**src/rtl/cpu_pkg.sv**
```systemverilog
// Shared RV32 core definitions: widths, the canonical NOP, fetch states and the
// opcode/funct3 encodings that fetch and decode agree on.
package cpu_pkg;

  localparam int XLEN        = 32;
  localparam int INSTR_BYTES = 4;

  localparam logic [31:0] NOP_INSTR = 32'h0000_0013;

  typedef enum logic [1:0] {
    BOOT = 2'd0,
    REQ  = 2'd1,
    WAIT = 2'd2,
    HOLD = 2'd3
  } fetch_state_t;

  localparam logic [6:0] OPC_LUI    = 7'b0110111;
  localparam logic [6:0] OPC_AUIPC  = 7'b0010111;
  localparam logic [6:0] OPC_JAL    = 7'b1101111;
  localparam logic [6:0] OPC_JALR   = 7'b1100111;
  localparam logic [6:0] OPC_BRANCH = 7'b1100011;
  localparam logic [6:0] OPC_LOAD   = 7'b0000011;
  localparam logic [6:0] OPC_STORE  = 7'b0100011;
  localparam logic [6:0] OPC_OP_IMM = 7'b0010011;
  localparam logic [6:0] OPC_OP     = 7'b0110011;
  localparam logic [6:0] OPC_SYSTEM = 7'b1110011;

  localparam logic [2:0] F3_BEQ  = 3'b000;
  localparam logic [2:0] F3_BNE  = 3'b001;
  localparam logic [2:0] F3_BLT  = 3'b100;
  localparam logic [2:0] F3_BGE  = 3'b101;
  localparam logic [2:0] F3_BLTU = 3'b110;
  localparam logic [2:0] F3_BGEU = 3'b111;
  localparam logic [2:0] F3_ADD  = 3'b000;

endpackage

```
**src/rtl/fetch_unit.sv**
```systemverilog
// Non-pipelined instruction fetch stage: owns the PC, one outstanding imem read.
// Optional FETCH_PERF_EN adds handshake and stall counters.
module fetch_unit #(
  parameter int XLEN = cpu_pkg::XLEN,
  parameter logic [XLEN-1:0] RESET_PC = '0
) (
  input  logic            clk,
  input  logic            rst_n,
  output logic            imem_req_valid,
  input  logic            imem_req_ready,
  output logic [XLEN-1:0] imem_addr,
  input  logic            imem_rsp_valid,
  input  logic [XLEN-1:0] imem_rsp_data,
  output logic            instr_valid,
  input  logic            instr_ready,
  output logic [XLEN-1:0] instr,
  output logic [XLEN-1:0] pc_out,
  input  logic            redirect_valid,
  input  logic [XLEN-1:0] redirect_pc
`ifdef FETCH_PERF_EN
  ,
  output logic [31:0]     perf_fetched,
  output logic [31:0]     perf_stall
`endif
);

  import cpu_pkg::*;

  fetch_state_t    state, state_n;
  logic [XLEN-1:0] pc, pc_n;
  logic            kill, kill_n;
  logic            instr_valid_n;
  logic [XLEN-1:0] instr_n, pc_out_n;

  always_ff @(posedge clk or negedge rst_n) begin
    if (!rst_n) begin
      state          <= BOOT;
      pc             <= RESET_PC;
      kill           <= 1'b0;
      imem_req_valid <= 1'b0;
      imem_addr      <= RESET_PC;
      instr_valid    <= 1'b0;
      instr          <= XLEN'(NOP_INSTR);
      pc_out         <= '0;
    end else begin
      state          <= state_n;
      pc             <= pc_n;
      kill           <= kill_n;
      imem_req_valid <= (state_n == REQ);
      imem_addr      <= pc_n;
      instr_valid    <= instr_valid_n;
      instr          <= instr_n;
      pc_out         <= pc_out_n;
    end
  end

  always_comb begin
    state_n       = state;
    pc_n          = pc;
    kill_n        = kill;
    instr_valid_n = instr_valid;
    instr_n       = instr;
    pc_out_n      = pc_out;

    case (state)
      BOOT: state_n = REQ;
      REQ:  if (imem_req_ready) state_n = WAIT;
      WAIT: begin
        if (imem_rsp_valid) begin
          if (kill) begin
            kill_n  = 1'b0;
            state_n = REQ;
          end else begin
            instr_n       = imem_rsp_data;
            pc_out_n      = pc;
            instr_valid_n = 1'b1;
            pc_n          = pc + XLEN'(INSTR_BYTES);
            state_n       = HOLD;
          end
        end
      end
      HOLD: begin
        if (instr_ready) begin
          instr_valid_n = 1'b0;
          state_n       = REQ;
        end
      end
      default: state_n = BOOT;
    endcase

    // A redirect overrides everything; an already-accepted request must be killed
    if (redirect_valid) begin
      pc_n          = {redirect_pc[XLEN-1:2], 2'b00};
      instr_valid_n = 1'b0;
      instr_n       = instr;
      pc_out_n      = pc_out;
      case (state)
        REQ: begin
          if (imem_req_ready) begin
            kill_n  = 1'b1;
            state_n = WAIT;
          end else begin
            state_n = REQ;
          end
        end
        WAIT: begin
          if (imem_rsp_valid) begin
            kill_n  = 1'b0;
            state_n = REQ;
          end else begin
            kill_n  = 1'b1;
            state_n = WAIT;
          end
        end
        default: state_n = REQ;
      endcase
    end
  end

`ifdef FETCH_PERF_EN
  always_ff @(posedge clk or negedge rst_n) begin
    if (!rst_n) begin
      perf_fetched <= '0;
      perf_stall   <= '0;
    end else begin
      if (instr_valid && instr_ready)
        perf_fetched <= perf_fetched + 32'd1;
      if ((state == REQ && !imem_req_ready) || (state == WAIT && !imem_rsp_valid))
        perf_stall <= perf_stall + 32'd1;
    end
  end
`endif

endmodule
```
**config.mk**
```make
export PLATFORM = sky130hd
export DESIGN_NAME = fetch_unit
export DESIGN_NICKNAME = d
export VERILOG_FILES = /design/src/rtl/cpu_pkg.sv /design/src/rtl/fetch_unit.sv
export SDC_FILE = /design/constraint.sdc
export NUM_CORES = 1
export LEC_CHECK = 0
export CAP_MARGIN = 10
export CELL_PAD_IN_SITES_DETAIL_PLACEMENT = 1
export CELL_PAD_IN_SITES_GLOBAL_PLACEMENT = 1
export CORE_UTILIZATION = 31
export DETAILED_ROUTE_END_ITERATION = 10
export GPL_ROUTABILITY_DRIVEN = 0
export GPL_TIMING_DRIVEN = 0
export HOLD_SLACK_MARGIN = 0.15
export PLACE_DENSITY = 0.84
export SLEW_MARGIN = 15
export SYNTH_ARGS = -nofsm -noshare
export SYNTH_HDL_FRONTEND = slang
export SYNTH_SLANG_ARGS = --single-unit
```
**constraint.sdc**
```tcl
create_clock -name clk -period 2.15 [get_ports clk]
set_input_delay 0.215 -clock clk [delete_from_list [all_inputs] [get_ports clk]]
set_output_delay 0.215 -clock clk [all_outputs]
set_load 0.01 [all_outputs]
```
==> flow_metrics.py <==
metrics = {
    "floorplan": {
        "start_util": 0.318,
        "rows": 43,
        "core_mm2": 0.0139,
        "die_w_um": 122,
        "fp.dieArea_mm2": 0.0148,
        "die_y_um": 122,
        "pin_count": 168,
    },
    "routing": {
        "dr_wl_met3_um": 852,
        "drtIter0Drc": 181,
        "drt_pre_antenna_iters": 4,
        "ant_nets": 0,
        "wl_met1_mm": 5.60,
        "top_layer_used": "met4",
        "via_per_inst": 5.09,
        "met2_length_mm": 7.39,
        "routed_wl_mm": 14.1,
        "routedWlPerCell_um": 18.7,
        "vias": 3841,
        "drc": 0,
    },
    "synth": {
        "synth_top_area_cell": "dfrtp_1",
        "synth_area_leaders": "dfrtp_1 53%, mux2_2 16%, or4_1 2.9%",
        "synth_top_area_share": 0.530,
        "yosysWarnings": 0,
        "netlist_instances": 377,
        "ys_async_sr_fraction": 1.00,
        "yosys-top-cells-count": "94 x dfrtp_1, 62 x mux2_2, 30 x nand2_1, 19 x nor2_1",
        "synth_most_common_cell": "dfrtp_1",
        "synth_ff_type": "dfrtp_1",
        "synth_cell_types": 43,
        "synth-seq-cells": 97,
        "synth_area_per_cell_um2": 11.8,
        "synth_enable_flop_cells": 0,
        "ys_seq_area_frac": 0.548,
        "synth_area_mm2": 0.00444,
    },
    "layout": {
        "syn_to_final_growth_pct": 54.6,
        "drive_gt1_frac": 0.254,
        "n_fill_cell": 1485,
        "multi_input_area_mm2": 0.00198,
        "seq_area_mm2": 0.00245,
        "diodes": 0,
        "final_nets": 647,
    },
    "sta": {
        "hold_slack_ns": 0.256,
        "setup_slack_ns": -0.0522,
        "min_period_over_period": 1.02,
        "finClkSkew_ns": 0.00733,
        "fin_setup_tns_ns": -0.0653,
        "finalSetupViolCount": 2,
        "rsz0062_at_grt": "true",
        "tightest_slew_ns": 0.539,
        "period_needed_ns": 2.20,
        "fmax_mhz": 454,
        "hold_viol_final": 0,
        "timing.slew.headroom": 0.641,
        "slew_viol_final": 0,
    },
    "global_routing": {
        "grt-ovfl-total": 0,
        "antenna_found_initial": 0,
        "grt_max_degree": 86,
        "grt_use_total": 0.199,
        "grt_pass1_vias": 4193,
        "grt_pass1_wl_mm": 22.4,
    },
    "clock_network": {
        "numCtsBuffers": 9,
        "clk_pin_slew_ns": 0.07,
        "cts_buffer_depth": 2,
        "clockRootBuffer": "clkbuf_16",
        "cts.sinks": 97,
        "cts_tree": "done",
        "h-tree-depth": 3,
        "clock_latency_ns": 0.35,
    },
    "critical_path": {
        "crit_required_ns": 2.42,
        "worstPathCellList": "inv_2 -> ha_4 -> nand4b_1 -> buf_4 -> or4_4 -> or4_1 -> a31oi_1",
        "startpoint_type": "register",
        "slowest_stage": "or4_1",
        "cp-end-kind": "register",
        "crit_type": "register to register",
        "crit_fanout": 8,
        "crit_path_max_incr_delay_ns": 0.49,
        "arrival_ns": 2.47,
    },
    "power": {
        "pwr_density_cell_mw_per_mm2": 1000,
        "leakage_nw": 2.79,
        "ir_worst_vdd_mv": 0.504,
        "totalPowerFinal_mw": 6.87,
    },
    "outcome": {
        "status": "complete, but fails checks",
        "violations": "negative setup slack",
    },
    "placed_design": {
        "hpwlAfterDp_mm": 10.2,
        "portBuffers": 161,
    },
    "run": {
        "drv_cap": 0,
    },
    "worst_hold_path": {
        "hp-class": "primary input to asynchronous set/reset pin",
    },
}
-- area by class of cell --
type	count	area share
Sequential cell	97	0.357
Multi-Input combinational cell	254	0.288
Timing Repair Buffer	182	0.262
Clock buffer	12	0.0345
Tap cell	180	0.0328
Buffer	21	0.0195
Inverter	6	0.00328
Clock inverter	3	0.00274
-- cells by family after synthesis --
group | count (synthesis) | share of synthesized area
AND/OR/NAND/NOR | 117 | 0.146
flip-flops | 97 | 0.548
multiplexers | 64 | 0.162
AO/OA/AOI/OAI | 52 | 0.0750
buffers and inverters | 29 | 0.0299
XOR/XNOR | 11 | 0.0217
adder cells (fa/ha/maj) | 6 | 0.0169
other | 1 | 0.000845
-- worst max-delay path, delay by kind of cell (launching register included) --
kind	cells	cell delay, ns
AND/OR/NAND/NOR	3	1.14
buffers and inverters	2	0.28
adder cells (fa/ha/maj)	1	0.13
flip-flops	1	0.40
AO/OA/AOI/OAI	1	0.18
-- per-stage QoR --
| stage | worst slack, ns | cells | utilization | area (um2) |
|---|---|---|---|---|
| 5_1_grt | -0.161 | 755 | 0.492 | 6860 |
| 3_3_place_gp | -2.73 | 721 | 0.452 | 6300 |
| 3_5_place_dp | -0.763 | 722 | 0.454 | 6330 |
| 6_report | -0.0522 | 755 | 0.492 | 6860 |
| 2_1_floorplan | 0.0229 | 380 | - | 4460 |
| 4_1_cts | -0.0211 | 745 | 0.481 | 6700 |
-- report_power, final --
| group | internal (mW) | switching (mW) |
|---|---|---|
| registers | 2.42 | 0.385 |
| logic | 1.62 | 0.998 |
| clock network | 0.777 | 0.667 |
-- registers in the layout (all words and copies together), names as in the netlist --
register	cells
state	2
imem_req_valid	1
kill	1
instr	32
pc	30
instr_valid	1
pc_out	30
-- repair_timing --
item	4_1_cts	5_1_grt
gates resized for setup	24	32
hold endpoints to repair	94	0
buffers inserted	9	10
setup endpoints to repair	73	77
pin swaps	8	5
hold buffers	1	0
-- cell usage in the layout, fill, tap and decap left out, types with 8 or more instances in the layout --
master / netlist / layout
clkdlybuf4s50_1: 0 / 160
dfrtp_1: 94 / 80
mux2_2: 62 / 62
nand2_1: 30 / 30
buf_4: 4 / 22
nor2_1: 19 / 19
o21ai_0: 16 / 16
dfrtp_2: 0 / 14
a31oi_1: 15 / 13
or4_1: 17 / 13
nand3_1: 14 / 12
o31ai_1: 12 / 10
clkbuf_16: 0 / 9
clkbuf_1: 17 / 8
xnor2_1: 8 / 8
-- path summary, 6_finish.rpt --
check,from,end,slack (ns),depth (start not counted)
setup / recovery,state[0],pc[31],-0.05,7
hold / removal,rst_n,imem_req_valid,0.26,2
setup reg to reg,state[0],pc[31],-0.05,7
hold reg to reg,pc_out[28],pc_out[28],0.51,1
max in group asynchronous,rst_n,instr[1],1.22,3
min in group clk,redirect_pc[26],pc[26],0.44,3
-- metal layers --
layer / up-vias / GRT usage
met3: 15 / 0.0454
met4: 0 / 0.0710
met5: - / 0
met1: 1954 / 0.232
li1: 1749 / -
met2: 123 / 0.357
Power figures use the tool's default switching activity.
